File: src/rtl/roce_tx_write_sequencer_if.sv
// Stream bundle between the RDMA WRITE sequencer and the RoCE transmit path:
// request descriptors (meta), payload (data) and completions (status).
interface roce_tx_write_sequencer_if #(
  parameter int unsigned META_W   = 256,
  parameter int unsigned DATA_W   = 512,
  parameter int unsigned STATUS_W = 512
);

  logic                    m_axis_tx_meta_tvalid;
  logic                    m_axis_tx_meta_tready;
  logic [META_W-1:0]       m_axis_tx_meta_tdata;
  logic [META_W/8-1:0]     m_axis_tx_meta_tkeep;
  logic                    m_axis_tx_meta_tlast;

  logic                    m_axis_tx_data_tvalid;
  logic                    m_axis_tx_data_tready;
  logic [DATA_W-1:0]       m_axis_tx_data_tdata;
  logic [DATA_W/8-1:0]     m_axis_tx_data_tkeep;
  logic                    m_axis_tx_data_tlast;

  logic                    s_axis_tx_status_tvalid;
  logic                    s_axis_tx_status_tready;
  logic [STATUS_W-1:0]     s_axis_tx_status_tdata;
  logic [STATUS_W/8-1:0]   s_axis_tx_status_tkeep;
  logic                    s_axis_tx_status_tlast;

  // Sequencer side: sources meta and data, sinks status.
  modport master (
    output m_axis_tx_meta_tvalid, m_axis_tx_meta_tdata, m_axis_tx_meta_tkeep,
           m_axis_tx_meta_tlast,
    input  m_axis_tx_meta_tready,
    output m_axis_tx_data_tvalid, m_axis_tx_data_tdata, m_axis_tx_data_tkeep,
           m_axis_tx_data_tlast,
    input  m_axis_tx_data_tready,
    input  s_axis_tx_status_tvalid, s_axis_tx_status_tdata, s_axis_tx_status_tkeep,
           s_axis_tx_status_tlast,
    output s_axis_tx_status_tready
  );

  // RoCE stack side.
  modport slave (
    input  m_axis_tx_meta_tvalid, m_axis_tx_meta_tdata, m_axis_tx_meta_tkeep,
           m_axis_tx_meta_tlast,
    output m_axis_tx_meta_tready,
    input  m_axis_tx_data_tvalid, m_axis_tx_data_tdata, m_axis_tx_data_tkeep,
           m_axis_tx_data_tlast,
    output m_axis_tx_data_tready,
    output s_axis_tx_status_tvalid, s_axis_tx_status_tdata, s_axis_tx_status_tkeep,
           s_axis_tx_status_tlast,
    input  s_axis_tx_status_tready
  );

endinterface

File: src/rtl/roce_tx_write_sequencer.sv
// Issues a burst of RDMA WRITE requests (descriptor + generated payload) on the
// RoCE transmit streams, retires completions under an outstanding-request limit
// and reports done plus completion/error counts.
module roce_tx_write_sequencer #(
  parameter int unsigned MAX_OUTSTANDING = 4,
  parameter int unsigned META_W          = 256,
  parameter int unsigned DATA_W          = 512,
  parameter int unsigned STATUS_W        = 512
) (
  input  logic        ap_clk,
  input  logic        areset,
  input  logic        start,
  input  logic [23:0] cfg_qpn,
  input  logic [15:0] cfg_num_reqs,
  input  logic [31:0] cfg_len,
  input  logic [63:0] cfg_laddr,
  input  logic [63:0] cfg_raddr,
  roce_tx_write_sequencer_if.master tx,
  output logic        busy,
  output logic        done,
  output logic [15:0] cmp_cnt,
  output logic [15:0] err_cnt
);

  localparam int unsigned BEAT_BYTES = DATA_W / 8;
  localparam int unsigned OFF_W      = $clog2(BEAT_BYTES);
  // Beat index within a request; the payload uses its low 16 bits.
  localparam int unsigned BEAT_W     = 32 - OFF_W;
  localparam int unsigned WORDS      = DATA_W / 32;
  localparam int unsigned OUT_W      = $clog2(MAX_OUTSTANDING + 1);
  localparam logic [OUT_W-1:0] MaxOut = OUT_W'(MAX_OUTSTANDING);

  typedef enum logic [2:0] {StIdle, StMeta, StData, StWaitCmp, StDone} state_e;

  state_e                 state_q;
  logic [23:0]            qpn_q;
  logic [15:0]            num_q;
  logic [31:0]            len_q;
  logic [63:0]            laddr_q;
  logic [63:0]            raddr_q;
  logic [15:0]            req_q;
  logic [BEAT_W-1:0]      beat_q;
  logic [BEAT_W-1:0]      last_beat_q;
  logic [BEAT_BYTES-1:0]  tail_keep_q;
  logic [OUT_W-1:0]       out_q;

  logic                   meta_valid_q;
  logic [META_W-1:0]      meta_data_q;
  logic [META_W/8-1:0]    meta_keep_q;
  logic                   meta_last_q;
  logic                   data_valid_q;
  logic [DATA_W-1:0]      data_data_q;
  logic [BEAT_BYTES-1:0]  data_keep_q;
  logic                   data_last_q;

  logic                   meta_hs;
  logic                   data_hs;
  logic                   status_hs;
  logic [OUT_W-1:0]       out_d;
  logic [15:0]            cmp_d;
  logic [15:0]            err_d;
  logic [BEAT_W-1:0]      beat_nxt;
  logic [31:0]            len_m1;
  logic [OFF_W-1:0]       len_rem;
  logic [BEAT_BYTES-1:0]  cfg_tail_keep;
  logic                   unused_status;

  // Descriptor layout: opcode, qpn, local address, remote address, length.
  function automatic logic [META_W-1:0] meta_word(input logic [23:0] qpn,
                                                  input logic [63:0] la,
                                                  input logic [63:0] ra,
                                                  input logic [31:0] len);
    logic [META_W-1:0] m;
    m          = '0;
    m[7:0]     = 8'h01;
    m[31:8]    = qpn;
    m[95:32]   = la;
    m[159:96]  = ra;
    m[191:160] = len;
    return m;
  endfunction

  assign tx.m_axis_tx_meta_tvalid   = meta_valid_q;
  assign tx.m_axis_tx_meta_tdata    = meta_data_q;
  assign tx.m_axis_tx_meta_tkeep    = meta_keep_q;
  assign tx.m_axis_tx_meta_tlast    = meta_last_q;
  assign tx.m_axis_tx_data_tvalid   = data_valid_q;
  assign tx.m_axis_tx_data_tdata    = data_data_q;
  assign tx.m_axis_tx_data_tkeep    = data_keep_q;
  assign tx.m_axis_tx_data_tlast    = data_last_q;
  // Completions are always accepted; those arriving while idle are dropped.
  assign tx.s_axis_tx_status_tready = 1'b1;

  assign unused_status = ^{tx.s_axis_tx_status_tdata[STATUS_W-1:1],
                           tx.s_axis_tx_status_tkeep, tx.s_axis_tx_status_tlast};

  assign meta_hs   = meta_valid_q & tx.m_axis_tx_meta_tready;
  assign data_hs   = data_valid_q & tx.m_axis_tx_data_tready;
  assign status_hs = tx.s_axis_tx_status_tvalid & (state_q != StIdle);
  assign beat_nxt  = beat_q + BEAT_W'(1);
  assign len_m1    = cfg_len - 32'd1;
  assign len_rem   = cfg_len[OFF_W-1:0];
  assign cfg_tail_keep = (len_rem == '0) ? '1 : ~({BEAT_BYTES{1'b1}} << len_rem);

  // Outstanding and completion counters: next values from this cycle's handshakes.
  always_comb begin
    out_d = out_q;
    if (meta_hs && !status_hs) begin
      out_d = out_q + OUT_W'(1);
    end else if (status_hs && !meta_hs && out_q != '0) begin
      out_d = out_q - OUT_W'(1);
    end
    cmp_d = cmp_cnt;
    err_d = err_cnt;
    if (status_hs && cmp_cnt != 16'hFFFF) begin
      cmp_d = cmp_cnt + 16'd1;
    end
    if (status_hs && tx.s_axis_tx_status_tdata[0] && err_cnt != 16'hFFFF) begin
      err_d = err_cnt + 16'd1;
    end
  end

  // Sequencer FSM with registered stream outputs and status.
  always_ff @(posedge ap_clk or posedge areset) begin
    if (areset) begin
      state_q      <= StIdle;
      qpn_q        <= '0;
      num_q        <= '0;
      len_q        <= '0;
      laddr_q      <= '0;
      raddr_q      <= '0;
      req_q        <= '0;
      beat_q       <= '0;
      last_beat_q  <= '0;
      tail_keep_q  <= '0;
      out_q        <= '0;
      meta_valid_q <= 1'b0;
      meta_data_q  <= '0;
      meta_keep_q  <= '0;
      meta_last_q  <= 1'b0;
      data_valid_q <= 1'b0;
      data_data_q  <= '0;
      data_keep_q  <= '0;
      data_last_q  <= 1'b0;
      busy         <= 1'b0;
      done         <= 1'b0;
      cmp_cnt      <= '0;
      err_cnt      <= '0;
    end else begin
      done    <= 1'b0;
      out_q   <= out_d;
      cmp_cnt <= cmp_d;
      err_cnt <= err_d;
      unique case (state_q)
        StIdle: begin
          if (start) begin
            qpn_q       <= cfg_qpn;
            num_q       <= cfg_num_reqs;
            len_q       <= cfg_len;
            laddr_q     <= cfg_laddr;
            raddr_q     <= cfg_raddr;
            req_q       <= '0;
            last_beat_q <= len_m1[31:OFF_W];
            tail_keep_q <= cfg_tail_keep;
            out_q       <= '0;
            cmp_cnt     <= '0;
            err_cnt     <= '0;
            if (cfg_num_reqs == 16'd0 || cfg_len == 32'd0) begin
              state_q <= StDone;
              done    <= 1'b1;
            end else begin
              state_q      <= StMeta;
              busy         <= 1'b1;
              meta_valid_q <= 1'b1;
              meta_data_q  <= meta_word(cfg_qpn, cfg_laddr, cfg_raddr, cfg_len);
              meta_keep_q  <= '1;
              meta_last_q  <= 1'b1;
            end
          end
        end
        StMeta: begin
          if (meta_hs) begin
            meta_valid_q <= 1'b0;
            state_q      <= StData;
            beat_q       <= '0;
            data_valid_q <= 1'b1;
            data_data_q  <= {WORDS{req_q, 16'h0000}};
            data_keep_q  <= (last_beat_q == '0) ? tail_keep_q : '1;
            data_last_q  <= (last_beat_q == '0);
          end else if (!meta_valid_q && out_d < MaxOut) begin
            // Descriptor was preloaded; only the valid waits for credit.
            meta_valid_q <= 1'b1;
          end
        end
        StData: begin
          if (data_hs) begin
            if (data_last_q) begin
              data_valid_q <= 1'b0;
              if (req_q == num_q - 16'd1) begin
                state_q <= StWaitCmp;
              end else begin
                state_q      <= StMeta;
                req_q        <= req_q + 16'd1;
                laddr_q      <= laddr_q + 64'(len_q);
                raddr_q      <= raddr_q + 64'(len_q);
                meta_data_q  <= meta_word(qpn_q, laddr_q + 64'(len_q), raddr_q + 64'(len_q),
                                          len_q);
                meta_valid_q <= (out_d < MaxOut);
              end
            end else begin
              beat_q      <= beat_nxt;
              data_data_q <= {WORDS{req_q, beat_nxt[15:0]}};
              data_keep_q <= (beat_nxt == last_beat_q) ? tail_keep_q : '1;
              data_last_q <= (beat_nxt == last_beat_q);
            end
          end
        end
        StWaitCmp: begin
          // >= rather than == so a stray early completion cannot stall the burst.
          if (cmp_d >= num_q) begin
            state_q <= StDone;
            done    <= 1'b1;
            busy    <= 1'b0;
          end
        end
        StDone: begin
          state_q <= StIdle;
        end
        default: begin
          state_q <= StIdle;
        end
      endcase
    end
  end

endmodule
File: src/flat_wrapper.sv
// flat-port wrapper written by rule: the top's interface ports become plain ports
module roce_tx_write_sequencer_flat 
#(
  parameter int unsigned MAX_OUTSTANDING = 4,
  parameter int unsigned META_W          = 256,
  parameter int unsigned DATA_W          = 512,
  parameter int unsigned STATUS_W        = 512
)
  (ap_clk, areset, start, cfg_qpn, cfg_num_reqs, cfg_len, cfg_laddr, cfg_raddr, busy, done, cmp_cnt, err_cnt, tx_m_axis_tx_meta_tvalid, tx_m_axis_tx_meta_tdata, tx_m_axis_tx_meta_tkeep, tx_m_axis_tx_meta_tlast, tx_m_axis_tx_meta_tready, tx_m_axis_tx_data_tvalid, tx_m_axis_tx_data_tdata, tx_m_axis_tx_data_tkeep, tx_m_axis_tx_data_tlast, tx_m_axis_tx_data_tready, tx_s_axis_tx_status_tvalid, tx_s_axis_tx_status_tdata, tx_s_axis_tx_status_tkeep, tx_s_axis_tx_status_tlast, tx_s_axis_tx_status_tready);
  roce_tx_write_sequencer_if #(.META_W(META_W), .DATA_W(DATA_W), .STATUS_W(STATUS_W)) tx_i ();
  input  logic ap_clk;
  input  logic areset;
  input  logic start;
  input  logic [23:0] cfg_qpn;
  input  logic [15:0] cfg_num_reqs;
  input  logic [31:0] cfg_len;
  input  logic [63:0] cfg_laddr;
  input  logic [63:0] cfg_raddr;
  output logic busy;
  output logic done;
  output logic [15:0] cmp_cnt;
  output logic [15:0] err_cnt;
  output wire logic [$bits(tx_i.m_axis_tx_meta_tvalid)-1:0] tx_m_axis_tx_meta_tvalid;
  output wire logic [$bits(tx_i.m_axis_tx_meta_tdata)-1:0] tx_m_axis_tx_meta_tdata;
  output wire logic [$bits(tx_i.m_axis_tx_meta_tkeep)-1:0] tx_m_axis_tx_meta_tkeep;
  output wire logic [$bits(tx_i.m_axis_tx_meta_tlast)-1:0] tx_m_axis_tx_meta_tlast;
  input wire logic [$bits(tx_i.m_axis_tx_meta_tready)-1:0] tx_m_axis_tx_meta_tready;
  output wire logic [$bits(tx_i.m_axis_tx_data_tvalid)-1:0] tx_m_axis_tx_data_tvalid;
  output wire logic [$bits(tx_i.m_axis_tx_data_tdata)-1:0] tx_m_axis_tx_data_tdata;
  output wire logic [$bits(tx_i.m_axis_tx_data_tkeep)-1:0] tx_m_axis_tx_data_tkeep;
  output wire logic [$bits(tx_i.m_axis_tx_data_tlast)-1:0] tx_m_axis_tx_data_tlast;
  input wire logic [$bits(tx_i.m_axis_tx_data_tready)-1:0] tx_m_axis_tx_data_tready;
  input wire logic [$bits(tx_i.s_axis_tx_status_tvalid)-1:0] tx_s_axis_tx_status_tvalid;
  input wire logic [$bits(tx_i.s_axis_tx_status_tdata)-1:0] tx_s_axis_tx_status_tdata;
  input wire logic [$bits(tx_i.s_axis_tx_status_tkeep)-1:0] tx_s_axis_tx_status_tkeep;
  input wire logic [$bits(tx_i.s_axis_tx_status_tlast)-1:0] tx_s_axis_tx_status_tlast;
  output wire logic [$bits(tx_i.s_axis_tx_status_tready)-1:0] tx_s_axis_tx_status_tready;
  assign tx_m_axis_tx_meta_tvalid = tx_i.m_axis_tx_meta_tvalid;
  assign tx_m_axis_tx_meta_tdata = tx_i.m_axis_tx_meta_tdata;
  assign tx_m_axis_tx_meta_tkeep = tx_i.m_axis_tx_meta_tkeep;
  assign tx_m_axis_tx_meta_tlast = tx_i.m_axis_tx_meta_tlast;
  assign tx_i.m_axis_tx_meta_tready = tx_m_axis_tx_meta_tready;
  assign tx_m_axis_tx_data_tvalid = tx_i.m_axis_tx_data_tvalid;
  assign tx_m_axis_tx_data_tdata = tx_i.m_axis_tx_data_tdata;
  assign tx_m_axis_tx_data_tkeep = tx_i.m_axis_tx_data_tkeep;
  assign tx_m_axis_tx_data_tlast = tx_i.m_axis_tx_data_tlast;
  assign tx_i.m_axis_tx_data_tready = tx_m_axis_tx_data_tready;
  assign tx_i.s_axis_tx_status_tvalid = tx_s_axis_tx_status_tvalid;
  assign tx_i.s_axis_tx_status_tdata = tx_s_axis_tx_status_tdata;
  assign tx_i.s_axis_tx_status_tkeep = tx_s_axis_tx_status_tkeep;
  assign tx_i.s_axis_tx_status_tlast = tx_s_axis_tx_status_tlast;
  assign tx_s_axis_tx_status_tready = tx_i.s_axis_tx_status_tready;
  roce_tx_write_sequencer #(.MAX_OUTSTANDING(MAX_OUTSTANDING), .META_W(META_W), .DATA_W(DATA_W), .STATUS_W(STATUS_W)) u_core (.ap_clk(ap_clk), .areset(areset), .start(start), .cfg_qpn(cfg_qpn), .cfg_num_reqs(cfg_num_reqs), .cfg_len(cfg_len), .cfg_laddr(cfg_laddr), .cfg_raddr(cfg_raddr), .tx(tx_i), .busy(busy), .done(done), .cmp_cnt(cmp_cnt), .err_cnt(err_cnt));
endmodule
File: config.mk
export PLATFORM = sky130hd
export DESIGN_NAME = roce_tx_write_sequencer_flat
export DESIGN_NICKNAME = d
export VERILOG_FILES = /design/src/rtl/roce_tx_write_sequencer_if.sv /design/src/rtl/roce_tx_write_sequencer.sv /design/src/flat_wrapper.sv
export SDC_FILE = /design/constraint.sdc
export NUM_CORES = 2
export LEC_CHECK = 0
export ABC_AREA = 1
export BUFFER_PORTS_ARGS = -buffer_cell sky130_fd_sc_hd__buf_2
export CAP_MARGIN = 0
export CORE_AREA = 2 2 657 659
export DETAILED_ROUTE_END_ITERATION = 16
export DIE_AREA = 0 0 659 661
export GPL_ROUTABILITY_DRIVEN = 0
export PLACE_DENSITY = 0.3
export SLEW_MARGIN = 10
export SYNTH_ARGS = -nofsm -noshare
export SYNTH_HDL_FRONTEND = slang
export SYNTH_SLANG_ARGS = --single-unit
File: constraint.sdc
create_clock -name ap_clk -period 22 [get_ports ap_clk]
set_clock_uncertainty 0.15 [all_clocks]
set_input_delay 4.4 -clock ap_clk [delete_from_list [all_inputs] [get_ports ap_clk]]
set_output_delay 4.4 -clock ap_clk [all_outputs]
set_load 0.02 [all_outputs]
==> impl_metrics.env <==
export IMPL_outcome="complete, no violations"
export IMPL_ios=1686
export IMPL_synth_top_family_by_area="simple AND/OR/NAND/NOR gates"
export IMPL_fp_row_count=241
export IMPL_cts_tree="yes"
export IMPL_crit_type="in -> reg"
export IMPL_postRouteAntennaNets=0
export IMPL_drv_cap=0
export IMPL_dpl_hpwl_um=190000
export IMPL_synth_edff_count=0
export IMPL_yosys_top_cells_area="dfrtp_1, nand2_1, buf_4"
export IMPL_finalPower_mw=3.22
export IMPL_synthesis_area_sq_um=41300
export IMPL_die_h_um=661
export IMPL_switching_share_pct=28.5
export IMPL_grt_total_usage_pct=10.3
export IMPL_grt_max_degree=149
export IMPL_ys_ff_latch=641
export IMPL_pwr_share_clk_pct=52.4
export IMPL_dieArea_sq_um=436000
export IMPL_p_per_area_nw_per_um2=61.4
export IMPL_synth_cell_types=57
export IMPL_rr_worst_depth=11
export IMPL_pwr_share_comb_pct=8.5
export IMPL_postCtsHoldBufs=0
export IMPL_async_flop_share_pct=100
export IMPL_yosys_mux_area_fraction_pct=0.630
export IMPL_yosysMostFrequentCell="nand2_1"
export IMPL_max_freq_mhz=119
export IMPL_cts_clk_slew_worst_paths_ns=0.06
export IMPL_dp_slack_ns=12.38
export IMPL_vias=37900
export IMPL_grt_overflow_total=0
export IMPL_critPathLaunch="cfg_len[4]"
export IMPL_initial_core_util_pct=9.63
export IMPL_worstHoldStart="u_core.tail_keep_q[0]"
export IMPL_fin_crit_sh_pct=38.1
export IMPL_drt_drc_violations_left=0
export IMPL_hold_depth=1
export IMPL_drt_total_wl_um=232000
export IMPL_rr_startpoint="u_core.state_q[2]"
export IMPL_nets=7034
export IMPL_peakVddDrop_v=0.0000646
export IMPL_grt_setup_unrepaired="no"
export IMPL_area_growth_pct=26.7
export IMPL_end_kind="register"
export IMPL_synthSimpleGateAreaFrac_pct=25.9
export IMPL_drive_above_1_share_pct=20.8
export IMPL_synth_fa_ha_area_share_pct=2.76
export IMPL_leakage_nw=25.5
export IMPL_coreArea_sq_um=429000
export IMPL_worstHoldPathType="reg -> reg"
export IMPL_fin_ws_ns=13.61
export IMPL_drtPass1Iterations=5
export IMPL_regToRegSetupSlack_ns=16.66
export IMPL_htreeDepth=3
export IMPL_crit_arrival_ns=8.90
export IMPL_setup_viol=0
export IMPL_clock_sinks=641
export IMPL_grt_pass1_vias=36900
export IMPL_postSynthCellCount=5690
export IMPL_port_buffers=1037
export IMPL_via_per_inst=3.17
export IMPL_postSynthAreaPerCell_sq_um=7.26
export IMPL_grt_antenna_before_repair=96
export IMPL_hold_violations=0
export IMPL_finalNonFillerCells=12000
export IMPL_p_int_mw=2.30
export IMPL_cts_root_buf="clkbuf_16"
export IMPL_min_to="u_core.tail_keep_q[0]"
export IMPL_worst_pin_slew_ns=1.03
export IMPL_timing_rr_end="u_core.tx.m_axis_tx_meta_tdata[108]"
export IMPL_cts_max_path_buffers=4
export IMPL_cts_buffers=99
export IMPL_cp_required_ns=22.51
export IMPL_cts_setup_buffers=0
export IMPL_power_switching_uw=916
export IMPL_synth_xor_area_share_pct=2.60
export IMPL_grt_pass1_wl_um=311000
export IMPL_drt_initial_drc_count=2226
export IMPL_seqPwrFrac_pct=39.2
export IMPL_yosysTopAreaCell="dfrtp_1"
export IMPL_layout_min_cycle_time_ns=8.39
export IMPL_cts_resized=0
export IMPL_postLayoutCoreUtil_pct=12.2
export IMPL_synth_top_area_share_pct=38.8
export IMPL_drv_slew=0
export IMPL_clock_latency_ns=0.86
export IMPL_tns_ns=0
export IMPL_wl_per_cell_um=19.4
export IMPL_dp_cells=11800
export IMPL_startpoint_type="primary input"
export IMPL_slew_headroom_pct=30.5
export IMPL_synth_commonest_cells="nand2_1, dfrtp_1, buf_4"
export IMPL_ys_warn_count=0
export IMPL_synth_compound_area_share_pct=11.3
export IMPL_die_w_um=659
export IMPL_ys_seq_area_share_pct=38.8
export IMPL_worstPathMaxFanout=65
export IMPL_synth_ff_type="dfrtp_1"
[cell usage in the layout (no fill, tap or decap), types with 84 or more instances in the layout]
master and count:
o21ai_0 489, dfrtp_1 640, nand3_1 250, o21ai_1 94, a21oi_1 207, xor2_1 95
nand2_1 1562, buf_2 1037, inv_1 513, nand4_1 84, clkbuf_16 100, ha_1 88
nor2_1 546
[how the worst max path moves through the flow]
stage,endpoint,cells past startpoint
2_1_floorplan,u_core.beat_q[16],1
3_3_place_gp,u_core.tx.m_axis_tx_meta_tdata[110],16
3_5_place_dp,u_core.tx.m_axis_tx_meta_tdata[121],16
4_1_cts,u_core.tx.m_axis_tx_meta_tdata[108],16
5_1_grt,u_core.tx.m_axis_tx_meta_tdata[106],17
6_report,u_core.tx.m_axis_tx_meta_tdata[108],16
[critical path, cell delays in order]
cell and delay [ns]:
buf_2 0.18, inv_1 0.41, nand2_2 0.15, nor2_4 0.18, nand3_4 0.17, nor2_4 0.16, inv_2 0.07, nor2_4 0.12
nand4_1 0.41, nand2_1 0.27, nand2_1 0.14, nand3_4 0.14, buf_4 0.43, buf_4 0.64, buf_4 0.63, o21ai_0 0.17
[layer usage]
metal  wire (um)  track usage [%]  share of wire (%)  vias up
li1            -                -                  -    18600
met1       92100             11.7                 40    17900
met2      122000             19.4                 53     1034
met3        7820             1.26                3.4      303
met4        9970             3.93                4.3        2
met5          13                0             0.0056        -
[power groups by stage]
stage / logic [mW] / registers (mW) / clock network [mW]
6_report: 0.272 / 1.26 / 1.68
5_1_grt: 0.310 / 1.27 / 1.81
4_1_cts: 0.282 / 1.26 / 1.77
3_5_place_dp: 0.280 / 1.28 / 0
3_3_place_gp: 0.281 / 1.28 / 0
2_1_floorplan: 0.164 / 1.28 / 0
[registers in the layout, summed over array words and instances (netlist names), 16 cells and up]
signal                          flops
u_core.last_beat_q                 26
u_core.err_cnt                     16
u_core.tx.m_axis_tx_meta_tdata    185
u_core.req_q                       16
u_core.tx.m_axis_tx_data_tkeep     64
u_core.laddr_q                     64
u_core.num_q                       16
u_core.tail_keep_q                 64
u_core.cmp_cnt                     16
u_core.len_q                       32
u_core.qpn_q                       24
u_core.raddr_q                     64
u_core.tx.m_axis_tx_data_tdata     32
[metrics by stage]
step	area [sq um]	hold WS, ns
after detailed placement	49000	0.305
final	52400	0.320
after floorplan	41600	0.290
after global placement	49000	0.309
after CTS	52300	0.323
after global routing	52300	0.343
[cell families after synthesis]
kind of cell | after synthesis
multiplexers | 26
flip-flops | 641
adder cells (fa/ha/maj) | 90
XOR/XNOR | 121
AND/OR/NAND/NOR | 2612
AO/OA/AOI/OAI | 886
buffers and inverters | 1312
other | 2
[area by class of cell]
cell class,count,area (sq um)
clock inverter,43,524
sequential,641,16000
inverter,523,1980
timing repair buffer,1089,5630
fill,49900,377000
multi-input combinational,3807,18200
tap,5710,7140
clock buffer,133,2790
antenna,30,75.1
(Power assumes the default switching activity.)
